### src/rtl/adsr_sched_pkg.sv
// Shared types and constants for the ADSR beat scheduler: FSM states, the
// 60000 ms-per-minute numerator, tempo limits and the tempo clamp helper.
package adsr_sched_pkg;

    typedef enum logic [1:0] {
        S_IDLE   = 2'd0,
        S_FREE   = 2'd1,
        S_LOCKED = 2'd2
    } sched_state_t;

    localparam int          BPM_NUMER     = 60000;
    localparam logic [15:0] BPM_NUMER_W16 = 16'(BPM_NUMER);
    localparam int          DEF_MIN_BPM   = 40;
    localparam int          DEF_MAX_BPM   = 200;

    function automatic logic [7:0] clamp_bpm(input logic [7:0] bpm, input int lo, input int hi);
        if (int'(bpm) < lo) return 8'(lo);
        if (int'(bpm) > hi) return 8'(hi);
        return bpm;
    endfunction

endpackage

### src/rtl/adsr_beat_scheduler_if.sv
// Control/status bundle of the beat scheduler; master drives the requests,
// slave is the scheduler itself.
interface adsr_beat_scheduler_if;
    logic        enable_in;
    logic        sof;
    logic [7:0]  bpm_in;
    logic        bpm_valid;
    logic [7:0]  amp_in;
    logic        beat_in;
    logic        beat_trigger;
    logic        filter_enable;
    logic [7:0]  bpm_estimate;
    logic [7:0]  pulse_amplitude;
    logic [15:0] period_ms;
    logic        locked;

    modport master (
        output enable_in, sof, bpm_in, bpm_valid, amp_in, beat_in,
        input  beat_trigger, filter_enable, bpm_estimate, pulse_amplitude, period_ms, locked
    );

    modport slave (
        input  enable_in, sof, bpm_in, bpm_valid, amp_in, beat_in,
        output beat_trigger, filter_enable, bpm_estimate, pulse_amplitude, period_ms, locked
    );
endinterface

### src/rtl/adsr_beat_scheduler_div.sv
// Restoring divider, 16-bit dividend by 8-bit divisor: loads on start_i, then
// 16 iterations; done_o/quotient_o are valid together on the last iteration.
module bpm_period_div (
    input  logic        clk,
    input  logic        reset_n,
    input  logic        start_i,
    input  logic [15:0] dividend_i,
    input  logic [7:0]  divisor_i,
    output logic        busy_o,
    output logic        done_o,
    output logic [15:0] quotient_o
);
    logic        busy_q;
    logic [4:0]  cnt_q;
    logic [7:0]  rem_q, rem_d, divisor_q;
    logic [15:0] quo_q, quo_d;
    logic [8:0]  trial, diff;
    logic        take;

    // Remainder stays below the divisor, so 8 bits plus the shifted-in bit suffice.
    assign trial = {rem_q, quo_q[15]};
    assign diff  = trial - {1'b0, divisor_q};
    assign take  = (trial >= {1'b0, divisor_q});
    assign rem_d = take ? diff[7:0] : trial[7:0];
    assign quo_d = {quo_q[14:0], take};

    assign busy_o     = busy_q;
    assign done_o     = busy_q && (cnt_q == 5'd1);
    assign quotient_o = quo_d;

    always_ff @(posedge clk or negedge reset_n) begin
        if (!reset_n) begin
            busy_q    <= 1'b0;
            cnt_q     <= 5'd0;
            rem_q     <= 8'd0;
            quo_q     <= 16'd0;
            divisor_q <= 8'd0;
        end else if (start_i) begin
            busy_q    <= 1'b1;
            cnt_q     <= 5'd16;
            rem_q     <= 8'd0;
            quo_q     <= dividend_i;
            divisor_q <= divisor_i;
        end else if (busy_q) begin
            rem_q <= rem_d;
            quo_q <= quo_d;
            cnt_q <= cnt_q - 5'd1;
            if (cnt_q == 5'd1) busy_q <= 1'b0;
        end
    end
endmodule

### src/rtl/adsr_beat_scheduler.sv
// Beat scheduler: free-running beats at 60000/BPM ms, optional lock to beat_in
// (ADSR_SCHED_EXT_LOCK_EN); period_ms lands 17 cycles after bpm_valid.
module adsr_beat_scheduler
    import adsr_sched_pkg::*;
#(
    parameter int PIX_CLK_MHZ    = 25,
    parameter int MIN_BPM        = DEF_MIN_BPM,
    parameter int MAX_BPM        = DEF_MAX_BPM,
    parameter int TRIG_MS        = 4,
    parameter int MS_TICK_CYCLES = PIX_CLK_MHZ * 1000
) (
    input logic                  clk,
    input logic                  reset_n,
    adsr_beat_scheduler_if.slave bus
);
    localparam int          TRIG_CYCLES = TRIG_MS * MS_TICK_CYCLES;
    localparam int          TICK_W      = $clog2(MS_TICK_CYCLES + 1);
    localparam int          TRIG_W      = $clog2(TRIG_CYCLES + 1);
    localparam logic [7:0]  MIN_B8      = 8'(MIN_BPM);
    localparam logic [15:0] PERIOD_RST  = 16'(BPM_NUMER / MIN_BPM);

    sched_state_t      state_q;
    logic              filter_q, locked_q, trig_q;
    logic [TRIG_W-1:0] trig_cnt_q;
    logic [TICK_W-1:0] tick_q, tick_d;
    logic [15:0]       phase_q, phase_d, period_q;
    logic [7:0]        bpm_clamp_q, pend_bpm_q, bpm_est_q, amp_q;
    logic              pend_q;

    logic [7:0]  bpm_clamped, div_bpm;
    logic        div_start, div_busy, div_done;
    logic [15:0] div_quot;
    logic        ms_tick, free_due, lock_req, lock_ok, lock_lost, beat_fire;

    assign bpm_clamped = clamp_bpm(bus.bpm_in, MIN_BPM, MAX_BPM);
    // A request queued during a divide is launched as soon as the divider frees up.
    assign div_start   = !div_busy && (bus.bpm_valid || pend_q);
    assign div_bpm     = bus.bpm_valid ? bpm_clamped : pend_bpm_q;

    bpm_period_div u_div (
        .clk       (clk),
        .reset_n   (reset_n),
        .start_i   (div_start),
        .dividend_i(BPM_NUMER_W16),
        .divisor_i (div_bpm),
        .busy_o    (div_busy),
        .done_o    (div_done),
        .quotient_o(div_quot)
    );

    always_ff @(posedge clk or negedge reset_n) begin
        if (!reset_n) begin
            pend_q      <= 1'b0;
            pend_bpm_q  <= MIN_B8;
            bpm_clamp_q <= MIN_B8;
            period_q    <= PERIOD_RST;
            bpm_est_q   <= MIN_B8;
            amp_q       <= 8'd0;
        end else begin
            if (bus.bpm_valid) bpm_clamp_q <= bpm_clamped;
            if (bus.bpm_valid && div_busy) begin
                pend_q     <= 1'b1;
                pend_bpm_q <= bpm_clamped;
            end else if (div_start) begin
                pend_q <= 1'b0;
            end
            if (div_done) period_q <= div_quot;
            // Frame-aligned outputs take the tempo accepted before this sof.
            if (bus.sof) begin
                bpm_est_q <= bpm_clamp_q;
                amp_q     <= bus.amp_in;
            end
        end
    end

    assign ms_tick  = (tick_q == TICK_W'(MS_TICK_CYCLES - 1));
    assign free_due = ms_tick && (phase_q == period_q - 16'd1);
`ifdef ADSR_SCHED_EXT_LOCK_EN
    assign lock_req  = bus.beat_in;
    assign lock_ok   = bus.beat_in && (phase_q >= {1'b0, period_q[15:1]});
    assign lock_lost = ms_tick && ({1'b0, phase_q} == {period_q, 1'b0} - 17'd1);
`else
    assign lock_req  = 1'b0;
    assign lock_ok   = 1'b0;
    assign lock_lost = 1'b0;
`endif

    always_comb begin
        beat_fire = 1'b0;
        if (bus.enable_in) begin
            case (state_q)
                S_IDLE:   beat_fire = 1'b1;
                S_FREE:   beat_fire = free_due || lock_req;
                S_LOCKED: beat_fire = lock_ok || lock_lost;
                default:  beat_fire = 1'b0;
            endcase
        end
    end

    always_ff @(posedge clk or negedge reset_n) begin
        if (!reset_n) begin
            state_q  <= S_IDLE;
            filter_q <= 1'b0;
            locked_q <= 1'b0;
        end else if (!bus.enable_in) begin
            state_q  <= S_IDLE;
            filter_q <= 1'b0;
            locked_q <= 1'b0;
        end else begin
            case (state_q)
                S_IDLE: begin
                    state_q  <= S_FREE;
                    filter_q <= 1'b1;
                end
                S_FREE: if (lock_req) begin
                    state_q  <= S_LOCKED;
                    locked_q <= 1'b1;
                end
                S_LOCKED: if (lock_lost) begin
                    state_q  <= S_FREE;
                    locked_q <= 1'b0;
                end
                default: begin
                    state_q  <= S_IDLE;
                    filter_q <= 1'b0;
                    locked_q <= 1'b0;
                end
            endcase
        end
    end

    // Ms tick restarts with the phase so beat-to-beat spacing is exact.
    always_comb begin
        tick_d  = tick_q + TICK_W'(1);
        phase_d = phase_q;
        if (!bus.enable_in || state_q == S_IDLE || beat_fire) begin
            tick_d  = '0;
            phase_d = 16'd0;
        end else if (ms_tick) begin
            tick_d  = '0;
            phase_d = phase_q + 16'd1;
        end
    end

    always_ff @(posedge clk or negedge reset_n) begin
        if (!reset_n) begin
            tick_q     <= '0;
            phase_q    <= 16'd0;
            trig_q     <= 1'b0;
            trig_cnt_q <= '0;
        end else begin
            tick_q  <= tick_d;
            phase_q <= phase_d;
            if (!bus.enable_in) begin
                trig_q     <= 1'b0;
                trig_cnt_q <= '0;
            end else if (beat_fire) begin
                trig_q     <= 1'b1;
                trig_cnt_q <= TRIG_W'(TRIG_CYCLES - 1);
            end else if (trig_q) begin
                if (trig_cnt_q == '0) trig_q <= 1'b0;
                else trig_cnt_q <= trig_cnt_q - TRIG_W'(1);
            end
        end
    end

    assign bus.beat_trigger    = trig_q;
    assign bus.filter_enable   = filter_q;
    assign bus.locked          = locked_q;
    assign bus.bpm_estimate    = bpm_est_q;
    assign bus.pulse_amplitude = amp_q;
    assign bus.period_ms       = period_q;
endmodule

### src/flat_wrapper.sv
// flat-port wrapper written by rule: the top's interface ports become plain ports
module adsr_beat_scheduler_flat import adsr_sched_pkg::*;
#(
    parameter int PIX_CLK_MHZ    = 25,
    parameter int MIN_BPM        = DEF_MIN_BPM,
    parameter int MAX_BPM        = DEF_MAX_BPM,
    parameter int TRIG_MS        = 4,
    parameter int MS_TICK_CYCLES = PIX_CLK_MHZ * 1000
)
  (clk, reset_n, bus_enable_in, bus_sof, bus_bpm_in, bus_bpm_valid, bus_amp_in, bus_beat_in, bus_beat_trigger, bus_filter_enable, bus_bpm_estimate, bus_pulse_amplitude, bus_period_ms, bus_locked);
  adsr_beat_scheduler_if bus_i ();
  input logic clk;
  input logic reset_n;
  input wire logic [$bits(bus_i.enable_in)-1:0] bus_enable_in;
  input wire logic [$bits(bus_i.sof)-1:0] bus_sof;
  input wire logic [$bits(bus_i.bpm_in)-1:0] bus_bpm_in;
  input wire logic [$bits(bus_i.bpm_valid)-1:0] bus_bpm_valid;
  input wire logic [$bits(bus_i.amp_in)-1:0] bus_amp_in;
  input wire logic [$bits(bus_i.beat_in)-1:0] bus_beat_in;
  output wire logic [$bits(bus_i.beat_trigger)-1:0] bus_beat_trigger;
  output wire logic [$bits(bus_i.filter_enable)-1:0] bus_filter_enable;
  output wire logic [$bits(bus_i.bpm_estimate)-1:0] bus_bpm_estimate;
  output wire logic [$bits(bus_i.pulse_amplitude)-1:0] bus_pulse_amplitude;
  output wire logic [$bits(bus_i.period_ms)-1:0] bus_period_ms;
  output wire logic [$bits(bus_i.locked)-1:0] bus_locked;
  assign bus_i.enable_in = bus_enable_in;
  assign bus_i.sof = bus_sof;
  assign bus_i.bpm_in = bus_bpm_in;
  assign bus_i.bpm_valid = bus_bpm_valid;
  assign bus_i.amp_in = bus_amp_in;
  assign bus_i.beat_in = bus_beat_in;
  assign bus_beat_trigger = bus_i.beat_trigger;
  assign bus_filter_enable = bus_i.filter_enable;
  assign bus_bpm_estimate = bus_i.bpm_estimate;
  assign bus_pulse_amplitude = bus_i.pulse_amplitude;
  assign bus_period_ms = bus_i.period_ms;
  assign bus_locked = bus_i.locked;
  adsr_beat_scheduler #(.PIX_CLK_MHZ(PIX_CLK_MHZ), .MIN_BPM(MIN_BPM), .MAX_BPM(MAX_BPM), .TRIG_MS(TRIG_MS), .MS_TICK_CYCLES(MS_TICK_CYCLES)) u_core (.clk(clk), .reset_n(reset_n), .bus(bus_i));
endmodule
### config.mk
export PLATFORM = sky130hd
export DESIGN_NAME = adsr_beat_scheduler_flat
export DESIGN_NICKNAME = d
export VERILOG_FILES = /design/src/rtl/adsr_sched_pkg.sv /design/src/rtl/adsr_beat_scheduler_if.sv /design/src/rtl/adsr_beat_scheduler_div.sv /design/src/rtl/adsr_beat_scheduler.sv /design/src/flat_wrapper.sv
export SDC_FILE = /design/constraint.sdc
export NUM_CORES = 1
export LEC_CHECK = 0
export CORE_ASPECT_RATIO = 1.75
export CORE_MARGIN = 3
export CORE_UTILIZATION = 35
export CTS_CLUSTER_SIZE = 12
export DETAILED_ROUTE_END_ITERATION = 8
export PLACE_DENSITY = 0.6
export SLEW_MARGIN = 20
export SYNTH_ARGS = -nofsm -noshare
export SYNTH_HDL_FRONTEND = slang
export SYNTH_SLANG_ARGS = --single-unit
### constraint.sdc
create_clock -name clk -period 4.86 [get_ports clk]
set_input_delay 0.729 -clock clk [delete_from_list [all_inputs] [get_ports clk]]
set_output_delay 0.729 -clock clk [all_outputs]
set_load 0.01 [all_outputs]
Word level (Yosys, flattened, before mapping) --
Index checks and enable logic that the tools add are counted.
Storage, ports and cells: bits in registers 140, input bits 22, output and inout port bits 35
Cells by class: add/sub/neg operators 6, order comparisons 3, equal/unequal tests 9, multiplexer cells 40, reductions and logical operators 17
Operator list (count):
- $mux 17 | 4
- $mux 16 | 4
- $mux 8 | 8
- $mux 15 | 2
- $logic_not 17->1 | 1
- $sub 17x1->17 const B | 1
- $add 16x1->16 const B | 1
- $eq 16x16->1 | 1
- $mux 1 | 16
- $sub 16x1->16 const B | 1
- $add 15x1->15 const B | 1
- $eq 15x15->1 const B | 1
- $mux 5 | 2
- $ge 9x8->1 | 1
- $gt 8x8->1 const B | 1
- $lt 8x6->1 const B | 1
- $sub 8x8->8 | 1
- $reduce_bool 2->1 | 3
- $eq 5x1->1 const B | 1
- $sub 5x1->5 const B | 1
- $logic_and 1x1->1 | 4
- $ne 2x2->1 const B | 2
- $pmux 1 s2 | 2
- $pmux 2 s2 | 1
- other kinds (11) | 14

Logic depth before layout (Yosys ltp) --
word-level depth 7, mapped depth 9

Modules after synthesis --
Synthesis repeated with hierarchy kept, for this count alone.
Second synthesis, totals: cell total of the unflattened synthesis 745, area, all modules 7355.8 um2
By module, submodules not included:
- adsr_beat_scheduler | times used 1, cells each 501, area each 5052.3 um2, seq. area each 2493.6 um2
- bpm_period_div | times used 1, cells each 244, area each 2303.5 um2, seq. area each 950.9 um2

Worst setup path after synthesis --
Ideal clock, no wire load.
kind register -> register, from register u_core.tick_q[3], to register u_core.phase_q[0], library setup time 0.119 ns, data arrival time 2.329 ns, data required time 4.741 ns, setup slack 2.412 ns, cell stages (with the launch flop) 8, cells stage by stage dfrtp_1 -> or4_4 -> nor4_4 -> o2111ai_1 -> a2111o_1 -> o31ai_4 -> buf_6 -> nor2_1
Between the ends: word-level cells in the longest chain between the ends 6
Ends and longest elaborated chain:
- from (decl) | RTL line adsr_beat_scheduler.sv:25 | logic [TICK_W-1:0] tick_q, tick_d;
- from (signal assigned) | RTL line adsr_beat_scheduler.sv:152 | tick_q <= tick_d;
- $eq 15x15->1 (*) | RTL line adsr_beat_scheduler.sv:76 | assign ms_tick = (tick_q == TICK_W'(MS_TICK_CYCLES - 1));
- $logic_and 1x1->1 | RTL line adsr_beat_scheduler.sv:77 | assign free_due = ms_tick && (phase_q == period_q - 16'd1);
- $pmux 1 s2 | RTL line adsr_beat_scheduler.sv:91 | case (state_q)
- $mux 1 | RTL line adsr_beat_scheduler.sv:90 | if (bus.enable_in) begin
- $logic_or 1x1->1 | RTL line adsr_beat_scheduler.sv:136 | if (!bus.enable_in || state_q == S_IDLE || beat_fire) begin
- $mux 16 / $reduce_bool 2->1 (equally long branches)
- to (signal assigned) | RTL line adsr_beat_scheduler.sv:153 | phase_q <= phase_d;
- to (decl) | RTL line adsr_beat_scheduler.sv:26 | logic [15:0] phase_q, phase_d, period_q;
Mark *: on every way between the ends. The rest lies on a longest branch, timed or not. A chain may end at the register's enable or synchronous reset.

Final worst setup path --
from register u_core.tick_q[3], to register u_core.tick_q[1]
Between the ends: word-level cells in the longest chain between the ends 6
Ends and longest elaborated chain (RTL line):
- $eq 15x15->1 (*) | adsr_beat_scheduler.sv:76
- $logic_and 1x1->1 | adsr_beat_scheduler.sv:77
- $pmux 1 s2 | adsr_beat_scheduler.sv:91
- $mux 1 | adsr_beat_scheduler.sv:90
- $logic_or 1x1->1 | adsr_beat_scheduler.sv:136
- $mux 15 (*) | adsr_beat_scheduler.sv:136
- named net u_core.tick_d[1] | adsr_beat_scheduler.sv:25
Mark *: on every way through the listed nets, which the timed path passes. The rest lies on a longest branch.

==> results.sh <==
export IMPL_outcome="complete, no violations"
export IMPL_hpwlAfterDp_um=10600
export IMPL_synth_warnings=0
export IMPL_area_growth_pct=19.9
export IMPL_cts_buffers_inserted=17
export IMPL_path_clk_slew_ns=0.06
export IMPL_via_count=5049
export IMPL_yosysSeqAreaShare_pct=50.5
export IMPL_crit_required_ns=5.11
export IMPL_tns_ns=0
export IMPL_timing_final_crit_share_pct=66.7
export IMPL_fp_dieW_um=112
export IMPL_die_h_um=191
export IMPL_routabilityCongestion=0.812
export IMPL_synth_largest_area_cell="dfrtp_1"
export IMPL_cts_tree="yes"
export IMPL_syn_instance_count=656
export IMPL_grt_max_degree=100
export IMPL_row_count=67
export IMPL_post_cts_buffers=0
export IMPL_place_inst=931
export IMPL_worstMarginPinSlew_ns=1.01
export IMPL_cts_root_buf="clkbuf_16"
export IMPL_critPathKind="flop to flop"
export IMPL_finalSetupViolations=0
export IMPL_clock_latency_ns=0.42
export IMPL_cp_start_kind="flop"
export IMPL_ctsResizeCount=0
export IMPL_die_area_um2=21300
export IMPL_hold_violations=0
export IMPL_num_nets_final=746
export IMPL_max_clock_freq_ghz=0.308
export IMPL_ant_nets=0
export IMPL_avgRoutedWirePerCell_um=15.3
export IMPL_grt_overflow=0
export IMPL_synth_commonest_cells="dfrtp_1 (124), nor2_1 (71), nand2_1 (53)"
export IMPL_crit_fanout=24
export IMPL_diodes=0
export IMPL_synth_seq_cells=137
export IMPL_maxCapViolCount=0
export IMPL_start_util_pct=35.7
export IMPL_rr_worst_depth=7
export IMPL_ys_types=66
export IMPL_drtIter0Drc=232
export IMPL_clockBufferDepth=2
export IMPL_numPortBuffers=54
export IMPL_hold_buffers=0
export IMPL_drcViolationCount=0
export IMPL_htreeDepth=4
export IMPL_core_um2=19100
export IMPL_dr_pass1_iters=4
export IMPL_ir_worst_vdd_v=0.000372
export IMPL_cts_num_sinks=137
export IMPL_rsz0062_at_grt="false"
export IMPL_synth_ff_type="dfrtp_1"
export IMPL_gr_usage_all_layers_pct=14.5
export IMPL_min_path_type="input port to asynchronous set/reset pin"
export IMPL_finClkSkew_ns=0.0109
export IMPL_period_minus_slack_ns=3.24
export IMPL_drive_gt1_share_pct=12.6
export IMPL_cellLeakagePower_nw=3.46
export IMPL_syn_nets=693
export IMPL_slew_headroom_pct=32.8
export IMPL_crit_path_end_kind="flop"
export IMPL_io_pins=57
export IMPL_grt_pass1_vias=5373
export IMPL_async_flop_share_pct=100
export IMPL_netlist_area_leader_share_pct=45.5
export IMPL_wirelength_um=14700
export IMPL_final_max_slew_viol_count=0
export IMPL_synth_edf_count=0
export IMPL_power_density_nw_per_um2=557
export IMPL_ys_top_cells_by_area="dfrtp_1 (45%), xor2_1 (5.3%), dfstp_2 (5.0%), mux2_2 (5.0%), nor2_1 (3.9%)"
export IMPL_instances_no_fill=963
export IMPL_viasPerCell=5.24
export IMPL_antenna_found_initial=0
export IMPL_synth_most_common_cell="dfrtp_1"
export IMPL_crit_arrival_ns=3.50
export IMPL_syn_area_um2=6820
export IMPL_grt_pass1_wl_um=25300
export IMPL_synth_avg_cell_area_um2=10.4
critical path: stages (launching register included):
cell and delay (ns):
dfrtp_1 0.42, or4_4 0.57, nor4_4 0.28, buf_4 0.22, o2111ai_1 0.15, a2111o_1 0.48, o31ai_4 0.83, nor3b_1 0.13
where the power goes:
part / internal, mW / switching (mW) / total (mW) / leakage [nW]
sequential: 1.45 / 0.274 / 1.72 / 1.69
clock: 0.813 / 0.501 / 1.31 / 0.290
combinational: 0.751 / 0.771 / 1.52 / 1.49
worst paths after layout:
path	startpoint	slack (ns)	end
worst min register to register	u_core.pend_bpm_q[5]	0.48	u_core.pend_bpm_q[5]
worst max register to register	u_core.tick_q[3]	1.62	u_core.tick_q[1]
worst min-delay path	reset_n	0.40	u_core.tick_q[5]
max in group asynchronous	reset_n	3.36	u_core.bus.period_ms[8]
worst max-delay path	u_core.tick_q[3]	1.62	u_core.tick_q[1]
min in group clk	u_core.pend_bpm_q[5]	0.48	u_core.pend_bpm_q[5]
area by class of cell:
type                            count  area [µm²]
Clock buffer                       19         433
Clock inverter                     13         170
Fill cell                        1832       10900
Inverter                           28         105
Multi-Input combinational cell    467        3160
Sequential cell                   137        3440
Tap cell                          241         302
Timing Repair Buffer               58         572
layout by cell type, fill, tap and decap left out, drive strengths merged, types with 7 or more instances in the layout:
cell	n
a21oi	25
a31oi	8
and3	15
clkbuf	19
clkdlybuf4s50	53
dfrtp	124
dfstp	13
ha	14
inv	30
mux2	30
mux2i	11
nand2	53
nand2b	8
nand3	12
nand4	15
nor2	71
nor2b	7
nor3	13
o21ai	40
or4	7
xnor2	20
xor2	41
routing by layer:
metal	part of all wire, %	GRT usage, %
met1	39	15.1
met2	55	27.1
met3	3.5	3.84
met4	3.0	6.28
met5	0	0
sequential cells by signal, indices dropped and copies added (netlist names):
| name | cells |
|---|---|
| u_core.trig_cnt_q | 17 |
| u_core.bus.period_ms | 16 |
| u_core.phase_q | 16 |
| u_core.u_div.quo_q | 16 |
| u_core.tick_q | 15 |
| u_core.bpm_clamp_q | 8 |
| u_core.bus.bpm_estimate | 8 |
| u_core.bus.pulse_amplitude | 8 |
| u_core.pend_bpm_q | 8 |
| u_core.u_div.divisor_q | 8 |
| u_core.u_div.rem_q | 8 |
| u_core.u_div.cnt_q | 5 |
| u_core.bus.beat_trigger | 1 |
| u_core.bus.filter_enable | 1 |
| u_core.pend_q | 1 |
| u_core.u_div.busy_o | 1 |
kinds of logic after synthesis:
kind of cell / share of synthesized area [%]
AOI/OAI and AO/OA: 11.7
xor gates and xnor gates: 7.83
and+or+nand+nor: 17.2
other: 0.0550
buffers and inverters: 3.25
adders and majority gates: 2.86
DFF: 50.5
muxes: 6.57
through the flow:
step	power, mW	hold WS (ns)	util [%]	instance area (µm²)	setup slack, ns
2_1_floorplan	2.75	0.433	-	6820	2.41
3_3_place_gp	3.20	0.461	39.7	7580	1.63
3_5_place_dp	3.27	0.474	39.7	7580	1.59
4_1_cts	4.61	0.453	42.8	8180	1.58
5_1_grt	4.87	0.470	42.8	8180	1.39
6_report	4.56	0.403	42.8	8180	1.62
Power figures use the tool's default switching activity.
